==> src/rtl/pipeline_hazard_ctrl.sv <==
// Hazard/stall controller: load-use bubbles, multi-cycle MUL holds, taken-branch flushes.
// Latency: all controls are combinational from state, cnt and the current ID/EX inputs.
// Backpressure: stalls PC and IF/ID by dropping their write enables; ex_hold keeps EX iterating.
//
// Ports:
//   clock, reset (sync, active-low)
//   id_valid, id_rs1, id_rs2, id_uses_rs2               - instruction in ID
//   ex_opcode, ex_rd, ex_reg_write, ex_branch_taken     - instruction in EX
//   pc_write, if_id_write, if_id_flush, id_ex_write,
//   id_ex_bubble, ex_hold                               - pipeline register controls
//   stall_cycles                                        - perf counter
// Optional feature macro: HAZARD_PERF_EN builds the saturating stall_cycles counter;
// without it stall_cycles is tied to 0.
module pipeline_hazard_ctrl #(
  parameter int                OPC_W   = 4,
  parameter int                REG_AW  = 3,
  parameter logic [OPC_W-1:0]  OPC_LD  = 4'h8,
  parameter logic [OPC_W-1:0]  OPC_MUL = 4'h6,
  parameter int                MUL_LAT = 3
) (
  input  logic              clock,
  input  logic              reset,
  input  logic              id_valid,
  input  logic [REG_AW-1:0] id_rs1,
  input  logic [REG_AW-1:0] id_rs2,
  input  logic              id_uses_rs2,
  input  logic [OPC_W-1:0]  ex_opcode,
  input  logic [REG_AW-1:0] ex_rd,
  input  logic              ex_reg_write,
  input  logic              ex_branch_taken,
  output logic              pc_write,
  output logic              if_id_write,
  output logic              if_id_flush,
  output logic              id_ex_write,
  output logic              id_ex_bubble,
  output logic              ex_hold,
  output logic [15:0]       stall_cycles
);

  typedef enum logic {RUN, MUL_WAIT} state_t;

  // The first hold cycle happens in RUN, so MUL_WAIT covers the remaining MUL_LAT-2 holds
  // plus the release cycle at cnt==0.
  localparam logic [3:0] CNT_INIT = 4'(MUL_LAT - 2);

  state_t     state;
  logic [3:0] cnt;

  logic ex_is_mul;
  logic load_use;

  assign ex_is_mul = (ex_opcode == OPC_MUL);

  // r0 is hardwired zero, so a load targeting it can never create a dependency.
  assign load_use = (ex_opcode == OPC_LD) && ex_reg_write && (ex_rd != '0) && id_valid &&
                    ((id_rs1 == ex_rd) || (id_uses_rs2 && (id_rs2 == ex_rd)));

  always_comb begin
    pc_write     = 1'b0;
    if_id_write  = 1'b0;
    if_id_flush  = 1'b0;
    id_ex_write  = 1'b0;
    id_ex_bubble = 1'b0;
    ex_hold      = 1'b0;
    if (reset) begin
      case (state)
        RUN: begin
          if (ex_is_mul) begin
            ex_hold = 1'b1;
          end else if (ex_branch_taken) begin
            pc_write     = 1'b1;
            if_id_write  = 1'b1;
            if_id_flush  = 1'b1;
            id_ex_write  = 1'b1;
            id_ex_bubble = 1'b1;
          end else if (load_use) begin
            id_ex_write  = 1'b1;
            id_ex_bubble = 1'b1;
          end else begin
            pc_write    = 1'b1;
            if_id_write = 1'b1;
            id_ex_write = 1'b1;
          end
        end
        MUL_WAIT: begin
          // Branch and load-use are ignored here: the MUL owns EX until it completes.
          if (cnt != 4'd0) begin
            ex_hold = 1'b1;
          end else begin
            pc_write    = 1'b1;
            if_id_write = 1'b1;
            id_ex_write = 1'b1;
          end
        end
        default: ;
      endcase
    end
  end

  always_ff @(posedge clock) begin
    if (!reset) begin
      state <= RUN;
      cnt   <= 4'd0;
    end else begin
      case (state)
        RUN: begin
          if (ex_is_mul) begin
            state <= MUL_WAIT;
            cnt   <= CNT_INIT;
          end
        end
        MUL_WAIT: begin
          if (cnt != 4'd0) begin
            cnt <= cnt - 4'd1;
          end else begin
            state <= RUN;
          end
        end
        default: begin
          state <= RUN;
          cnt   <= 4'd0;
        end
      endcase
    end
  end

`ifdef HAZARD_PERF_EN
  logic [15:0] perf_cnt;

  always_ff @(posedge clock) begin
    if (!reset) begin
      perf_cnt <= 16'd0;
    end else if (!pc_write && (perf_cnt != 16'hFFFF)) begin
      perf_cnt <= perf_cnt + 16'd1;
    end
  end

  // Gated so the output reads 0 throughout reset, not only after the clearing edge.
  assign stall_cycles = reset ? perf_cnt : 16'd0;
`else
  assign stall_cycles = 16'd0;
`endif

endmodule

==> config.mk <==
export PLATFORM = sky130hd
export DESIGN_NAME = pipeline_hazard_ctrl
export DESIGN_NICKNAME = d
export VERILOG_FILES = /design/src/rtl/pipeline_hazard_ctrl.sv
export SDC_FILE = /design/constraint.sdc
export NUM_CORES = 1
export LEC_CHECK = 0
export BUFFER_PORTS_ARGS = -buffer_cell sky130_fd_sc_hd__buf_2
export CORE_MARGIN = 5
export CORE_UTILIZATION = 34
export DETAILED_ROUTE_END_ITERATION = 7
export GPL_ROUTABILITY_DRIVEN = 0
export PLACE_DENSITY = 0.72
export SLEW_MARGIN = 20
export SYNTH_ARGS = -nofsm -noshare
export SYNTH_HDL_FRONTEND = slang
export SYNTH_SLANG_ARGS = --single-unit
export TNS_END_PERCENT = 100
==> constraint.sdc <==
create_clock -name clock -period 2.3 [get_ports clock]
set_input_delay 0.345 -clock clock [delete_from_list [all_inputs] [get_ports clock]]
set_output_delay 0.345 -clock clock [all_outputs]
set_load 0.1 [all_outputs]
# After elaboration in Yosys (flattened, before gate mapping)
# Cells that the tools add are included.
# op_classes
n_addsub	1
eq_ne	6
mux	25
n_bitwise	1
n_reduce_logical	9
# op_table
cell	count
$mux 1	19
$mux 4	2
$pmux 4 s2	1
$eq 3x3->1	2
$pmux 1 s2	3
$logic_and 1x1->1	5
$eq 4x3->1 const B	1
$eq 4x4->1 const B	1
$reduce_bool 4->1	1
$sub 4x1->4 const B	1
$reduce_bool 3->1	1
$ne 2x1->1 const B	1
$ne 2x2->1 const B	1
$reduce_and 2->1	1
$logic_or 1x1->1	1
$not 1->1	1
# totals
register_bits	5
in_bits	19
out_inout_bits	22
wordCells	44

# Depth between registers and ports, before layout
# Gate-level depths: netlist of the first run.
# logic_depth
depth_word	10
mapped_depth	7
mapped_depth_nobuf	6

# Worst setup path after synthesis of the first run
# No wires, ideal clock.
# synth_timing
path_kind	reg-to-output
startpoint	register cnt[0]
endpoint	output pc_write
t_arrival_ns	2.851
required_time_ns	1.955
slack_ns	-0.896
path_stages_with_launch	8
n_path_buf	1
cell_sequence	dfxtp_1 -> inv_1 -> ha_1 -> or3b_4 -> mux2i_4 -> and2_4 -> a21boi_2 -> buf_4
# synth_between
elab_chain_len	4
# synth_lines
element	line	text
from (decl)	47	logic [3:0] cnt;
from (signal assigned)	114	cnt <= cnt - 4'd1;
$reduce_bool 4->1	87	if (cnt != 4'd0) begin
$mux 1	-	
$pmux 1 s2	-	
$mux 1	-	
to (decl)	31	output logic pc_write,
# Every way passes these cells.

# Final worst setup path of the first run
# layout_timing
startpoint	register cnt[1]
endpoint	output if_id_write
# layout_between
elab_chain_len	4
# layout_lines
element	line	text
$reduce_bool 4->1	87	
$mux 1	87	
$pmux 1 s2	66	case (state)
$mux 1	65	if (reset) begin
to (decl)	32	output logic if_id_write,
# Every way passes these cells.

==> results of run 1 <==
[sequential cells by signal (all words and copies together), names as in the netlist]
register and flops:
cnt 4, state 1
[through the flow]
stage	cell area [sq um]	hold WS (ns)	instances
floorplan	619	0.471	80
global placement	674	0.504	102
detailed placement	674	0.527	102
CTS	716	0.366	108
global route	753	0.357	111
finish	753	0.360	111
[area by class of cell]
class / instances / area, sq um
clock buffers: 4 / 26.3
fillers: 157 / 753
inverters: 3 / 11.3
multi-input cells: 54 / 375
flip-flops and latches: 5 / 103
well taps: 16 / 20.0
repair buffers: 29 / 218
[path summary, 6_finish.rpt]
check,from,slack (ns),to,depth (start not counted)
max reg2reg,cnt[1],0.69,cnt[3],7
min reg2reg,cnt[1],0.54,cnt[1],2
min,reset,0.36,cnt[0],2
max,cnt[1],0.03,if_id_write,7
[power breakdown]
group,switching (uW),total [uW],internal (uW)
Combinational,186,238,51.9
Clock,38.7,104,65.7
Sequential,1.26,89.6,88.3
[cell families after synthesis]
group | count (synthesis)
fa+ha+maj | 2
mux | 1
compound gates | 6
simple gates | 22
other cells | 1
flops | 5
xor+xnor | 7
buf+inv | 21
[Yosys cell counts]
master     number  area share
and2_1          1       0.012
inv_1           3       0.021
ha_1            2       0.046
a31oi_1         1       0.012
o21a_1          1       0.014
nand2_1         3       0.021
nor2_1          3       0.021
clkbuf_2        1      0.0092
o211a_1         1       0.018
or3b_4          1       0.021
a211oi_2        1       0.023
nand4_1         1       0.012
buf_4          17        0.24
and2_4          1       0.016
dfxtp_1         5        0.18
and4bb_2        1       0.023
nor3_1          3       0.028
xor2_1          1       0.016
conb_1          1      0.0069
nand3_1         4       0.037
nor4b_1         1       0.016
or3_1           2       0.023
a2bb2oi_1       1       0.016
nor2b_1         1       0.012
xnor2_1         6       0.097
mux2i_4         1       0.041
a21boi_2        1       0.021
[worst reg2reg max path, cell delays in order, from the launching register on]
cell and delay [ns]:
dfxtp_2 0.33, inv_2 0.06, ha_4 0.15, or3b_4 0.25, buf_4 0.11, nand2_1 0.09, or3_1 0.38, a31oi_1 0.16
[per-layer routing]
| layer | global-route usage | share of wire |
|---|---|---|
| met5 | 0 | 0 |
| met4 | 0.0437 | 0.017 |
| met3 | 0.0723 | 0.15 |
| met2 | 0.195 | 0.52 |
| met1 | 0.0880 | 0.31 |
[repair_timing]
action                                  in CTS  in global routing
pin swaps                                    1                  2
gates resized for setup                      0                  5
endpoints found under the setup margin       2                  3
setup buffers                                2                  3
==> flow_summary.ini, run 1 <==
[floorplanning]
dieArea_sq_mm = 0.00250
fp.dieW_microns = 50.0
num_io_pins = 41
rows = 14
core_region_area_sq_mm = 0.00151
initial_core_util = 0.360
die-height_microns = 50.0

[grt]
grt_max_degree = 8
overflow = 0
antenna_found_initial = 0
grt_pass1_wl_microns = 2060
grt_pass1_vias = 500
track_usage = 0.107

[worst_setup_path]
crit_fanout = 3
cp_top_family = simple AND/OR/NAND/NOR gates
cp-start-kind = flop
cp_slowest_cell = or3b_4
cp.required_ns = 1.96
cpPeakStageDelay_ns = 0.40
setup.worst_path.end_class = output port
path_class = flop to output port
crit_chain = inv_2 -> ha_4 -> or3b_4 -> mux2i_4 -> and2_4 -> a21boi_4 -> buf_12
arrival_ns = 1.92
crit_buf_inv = 2

[timing]
setup_viol = 0
fin_skew_ns = 0.00798
rsz0062_at_grt = true
finalSetupTns_ns = 0
finalMaxSlewViolations = 0
fin_crit_sh = 0.987
clock.fmax_ghz = 0.441
hold_viol = 0
finalWorstSetupSlack_ns = 0.0301
period_needed_ns = 2.27

[logic_synthesis]
syn_inst = 65
netlist_area_sq_um = 543
ys_ff_latch = 5
syn_avg_cell_area_sq_um = 8.35
synth.distinct_cells = 27
synth_fa_ha_area_frac = 0.0461
synth-simple-area-share = 0.240
synth_compound_area_frac = 0.104
synth_xor_area_frac = 0.113
synth-seq-area-share = 0.184
synth_top_family_by_area = buffers and inverters
yosys_warnings = 0
synthMuxAreaShare = 0.0415

[route]
post-route-drc-count = 0
postRouteAntennaNets = 0
dr.pass1.iters = 4
first_iter_violations = 5
routed_wl_microns = 1400
post_drt_wl_per_cell_microns = 12.6
via_per_inst = 4.59
via_count = 510

[power_and_ir_drop]
leakagePower_uw = 0.000365
power_density_mw_per_mm2 = 573
total_power_uw = 432
ir_drop_mv = 0.274

[clocking]
htree_num_levels = 1
cts_buffers = 3
cts-root-buf = clkbuf_4
clock_path_buffers = 2
cts_tree = built
clock_sinks = 5
clk_latency_ns = 0.25
cts_hold_buf = 0
cts.reportedPaths.clkPinSlew_ns = 0.04

[run]
cap_violations = 0

[place]
dp_slack_ns = 0.182
place.port_buffers = 24
hpwl_microns = 1080

[min_path]
hold_path.class = input port to flop

[final_layout]
final_util = 0.500
layout_commonest_cell = buf_2
nNetsFinal = 117
syn_to_final_growth_pct = 38.7
n_antenna_cell = 0
drive_gt1_frac = 0.453
layout_common_cells = buf_2 (20), conb_1 (16), xnor2_1 (6)

[status]
status = completed
(Power assumes the default switching activity.)
==> run 2: changes to the inputs <==
- PLACE_DENSITY: 0.72 -> 0.7
==> run 2 against run 1 <==
  * Clock-buffer cell count unchanged
  * Via count decreased by 4.5%
  * Maximum frequency increased by 1.4%
  * Largest cell class unchanged
  * Largest power group unchanged
  * Highest routed layer is now met3
==> flow_summary.ini, run 2 (synthesis gave the netlist of run 1 again) <==
[status]
status = completed

[floorplanning]
initial_core_util = 0.360
core_region_area_sq_mm = 0.00151
dieArea_sq_mm = 0.00250
num_io_pins = 41
die-height_microns = 50.0
fp.dieW_microns = 50.0
rows = 14

[worst_setup_path]
cp_slowest_cell = or3b_4
cp-start-kind = flop
crit_chain = inv_2 -> ha_1 -> or3b_4 -> mux2i_4 -> and2_4 -> a21boi_4 -> buf_12
setup.worst_path.end_class = output port
arrival_ns = 1.89
cpPeakStageDelay_ns = 0.39
crit_fanout = 4
cp.required_ns = 1.96
crit_buf_inv = 2
path_class = flop to output port
cp_top_family = simple AND/OR/NAND/NOR gates

[route]
top_layer = met3
routed_wl_microns = 1200
wl_met1_microns = 441
postRouteAntennaNets = 0
dr.pass1.iters = 4
wl_met2_microns = 578
via_per_inst = 4.43
first_iter_violations = 8
post_drt_wl_per_cell_microns = 10.9
wl_met3_microns = 177
post-route-drc-count = 0
via_count = 487

[final_layout]
nNetsFinal = 116
reg_top3 = cnt (4), state (1)
largest_reg_flops = 4
layout_common_cells = buf_2 (20), conb_1 (16), xnor2_1 (6)
fin_area_sq_um = 731
final_util = 0.485
largest_register = cnt
n_antenna_cell = 0
drive_gt1_frac = 0.415
layout_commonest_cell = buf_2
syn_to_final_growth_pct = 34.6
fill_cells = 154

[grt]
overflow = 0
antenna_found_initial = 0
grt_pass1_vias = 450
track_usage = 0.0975
grt_max_degree = 8
grt_pass1_wl_microns = 1910

[power_and_ir_drop]
total_power_uw = 426
power_density_mw_per_mm2 = 583
leakagePower_uw = 0.000359
ir_drop_mv = 0.255

[timing]
fin_crit_sh = 0.974
rsz0062_at_grt = true
fin_skew_ns = 0.00110
hold_viol = 0
finalMaxSlewViolations = 0
whs_ns = 0.370
clock.fmax_ghz = 0.447
period_needed_ns = 2.24
setup_viol = 0

[run]
cap_violations = 0

[clocking]
cts_tree = built
htree_num_levels = 1
cts_hold_buf = 0
clock_path_buffers = 2
cts.reportedPaths.clkPinSlew_ns = 0.04
clk_latency_ns = 0.24
cts_buffers = 3
cts-root-buf = clkbuf_4
clock_sinks = 5

[place]
hpwl_microns = 1030
placed_area_sq_um = 674
place.port_buffers = 24

[min_path]
hold_path.class = input port to flop
-- run 2: cell types whose count changed in the layout (fill, tap and decap cells not counted) --
| cell | change |
|---|---|
| dfxtp_2 | -2 |
| buf_4 | -1 |
| ha_1 | +1 |
| dfxtp_1 | +2 |
| ha_4 | -1 |
-- run 2: layout make-up --
type | count | area, sq um | area share
multi-input cells | 54 | 363 | 0.497
flip-flops and latches | 5 | 100 | 0.137
inverters | 3 | 11.3 | 0.0154
well taps | 16 | 20.0 | 0.0274
repair buffers | 28 | 210 | 0.288
clock buffers | 4 | 26.3 | 0.0360
-- run 2: path summary, 6_finish.rpt --
kind              startpoint  depth (start not counted)  slack, ns        to
setup / recovery      cnt[0]                          7       0.06  pc_write
hold / removal         reset                          2       0.37    cnt[0]
setup reg to reg      cnt[1]                          7       0.76    cnt[3]
hold reg to reg       cnt[3]                          2       0.52    cnt[3]
-- run 2: report_power, final --
part / internal [uW] / switching [uW]
registers: 88.2 / 1.27
logic: 51.2 / 185
clock network: 65.5 / 35.1
total: 205 / 221
-- run 2: metrics by stage --
step	cells	setup slack [ns]	setup TNS, ns
2_1_floorplan	80	-0.429	-0.877
3_3_place_gp	102	0.252	0
4_1_cts	108	0.0254	0
5_1_grt	110	-0.0456	-0.0897
6_report	110	0.0604	0
3_5_place_dp	102	0.203	0
-- run 2: what timing repair did --
action | 4_1_cts | 5_1_grt
endpoints found under the setup margin | 2 | 3
pin swaps | 1 | 1
resized for setup | 0 | 1
setup buffers | 2 | 2
-- run 2: routing by layer --
layer	vias up	GRT usage
met5	-	0
met4	0	0.0524
met3	0	0.0542
met2	27	0.161
met1	216	0.0953
li1	244	-
==> run 3: changes to the inputs <==
- PLACE_DENSITY: 0.7 -> 0.76
==> run 3 against run 2 <==
  * Maximum frequency is 0.87% lower
  * Largest cell class unchanged
  * Critical path type unchanged
  * Clock-buffer cell count stayed put
  * Sequential cell count is the same
  * Clock skew up 0.0031 ns
  * Worst setup slack got worse by 0.020 ns
  * Non-clock buffer count is the same
==> flow_summary.ini, run 3 (synthesis gave the netlist of run 1 again) <==
[clocking]
cts.reportedPaths.clkPinSlew_ns = 0.05
clk_latency_ns = 0.24
clock_sinks = 5
clock_path_buffers = 2
htree_num_levels = 1
cts-root-buf = clkbuf_4
cts_tree = built
cts_buffers = 3
cts_hold_buf = 0

[grt]
busiest_layer = met2
use_met1 = 0.0860
grt_max_degree = 8
overflow = 0
grtUsageMet3 = 0.0482
grt_pass1_wl_microns = 1960
grt_pass1_vias = 465
track_usage = 0.102
use_met2 = 0.193
antenna_found_initial = 0

[run]
cap_violations = 0

[place]
place.port_buffers = 24
placed_area_sq_um = 674
hpwl_microns = 1070

[power_and_ir_drop]
ir_drop_mv = 0.326
total_power_uw = 428
leakagePower_uw = 0.000360
power_density_mw_per_mm2 = 574

[timing]
rsz0062_at_grt = true
clock.fmax_ghz = 0.443
hold_viol = 0
period_needed_ns = 2.26
setup_viol = 0
finalMaxSlewViolations = 0
whs_ns = 0.358
fin_crit_sh = 0.982
fin_skew_ns = 0.00419

[worst_setup_path]
path_class = flop to output port
regToRegSetupSlack_ns = 0.79
r2r-start = cnt[1]
arrival_ns = 1.91
setup.worst_path.end_class = output port
r2r_end = cnt[3]
cp-start-kind = flop
cp.required_ns = 1.96
endpoint = pc_write
r2r_cells = 7
crit_fanout = 3
crit_path_start = cnt[1]

[final_layout]
drive_gt1_frac = 0.447
fin_area_sq_um = 746
reg_top3 = cnt (4), state (1)
syn_to_final_growth_pct = 37.3
largest_register = cnt
n_antenna_cell = 0
nNetsFinal = 116
layout_common_cells = buf_2 (20), conb_1 (16), xnor2_1 (6)
largest_reg_flops = 4
layout_commonest_cell = buf_2

[route]
via_per_inst = 4.54
first_iter_violations = 3
post-route-drc-count = 0
postRouteAntennaNets = 0
via_count = 499
routed_wl_microns = 1280
dr.pass1.iters = 3
post_drt_wl_per_cell_microns = 11.7

[floorplanning]
fp.dieW_microns = 50.0
dieArea_sq_mm = 0.00250
rows = 14
die-height_microns = 50.0
num_io_pins = 41
initial_core_util = 0.360
core_region_area_sq_mm = 0.00151

[status]
status = completed

[min_path]
hold_path.class = input port to flop
-- run 3: routing by layer --
layer | wire length (microns) | vias to the layer above
met4 | 23 | 0
met2 | 689 | 29
met3 | 164 | 3
met5 | 0 | -
li1 | - | 245
met1 | 404 | 222
-- run 3: what timing repair did --
action,4_1_cts,5_1_grt
pin swaps,1,1
hold endpoints to repair,0,0
setup buffers,2,2
gates resized for setup,0,5
endpoints found under the setup margin,2,3
-- run 3: worst min-delay path by stage --
stage,slack (ns),cells past startpoint,to,startpoint
floorplan,0.47,2,cnt[1],cnt[1]
global placement,0.49,2,cnt[1],cnt[1]
detailed placement,0.51,2,cnt[3],cnt[3]
CTS,0.36,2,cnt[0],reset
global route,0.35,2,cnt[0],reset
finish,0.36,2,cnt[0],reset
-- run 3: stage by stage --
step | setup slack, ns | TNS [ns] | std cells | util
global route | -0.0169 | -0.0334 | 110 | 0.495
floorplan | -0.429 | -0.877 | 80 | -
global placement | 0.249 | 0 | 102 | 0.448
CTS | 0.00513 | 0 | 108 | 0.475
finish | 0.0406 | 0 | 110 | 0.495
detailed placement | 0.171 | 0 | 102 | 0.448
-- run 3: area by class of cell --
type | instances | area (sq um)
Sequential cell | 5 | 103
Clock buffer | 4 | 26.3
Tap cell | 16 | 20.0
Timing Repair Buffer | 28 | 210
Fill cell | 143 | 761
Inverter | 3 | 11.3
Multi-Input combinational cell | 54 | 375
-- run 3: critical path, stage by stage, from the launching register on --
cell and delay [ns]:
dfxtp_2 0.33, inv_2 0.08, ha_4 0.12, or3b_4 0.40, mux2i_4 0.16, and2_4 0.16
a21boi_4 0.23, buf_12 0.20
-- run 3: power by group --
group	internal (uW)	switching (uW)	total, uW
Combinational	50.7	185	236
Clock	65.7	37.2	103
Sequential	88.3	1.34	89.6
Total	205	224	428
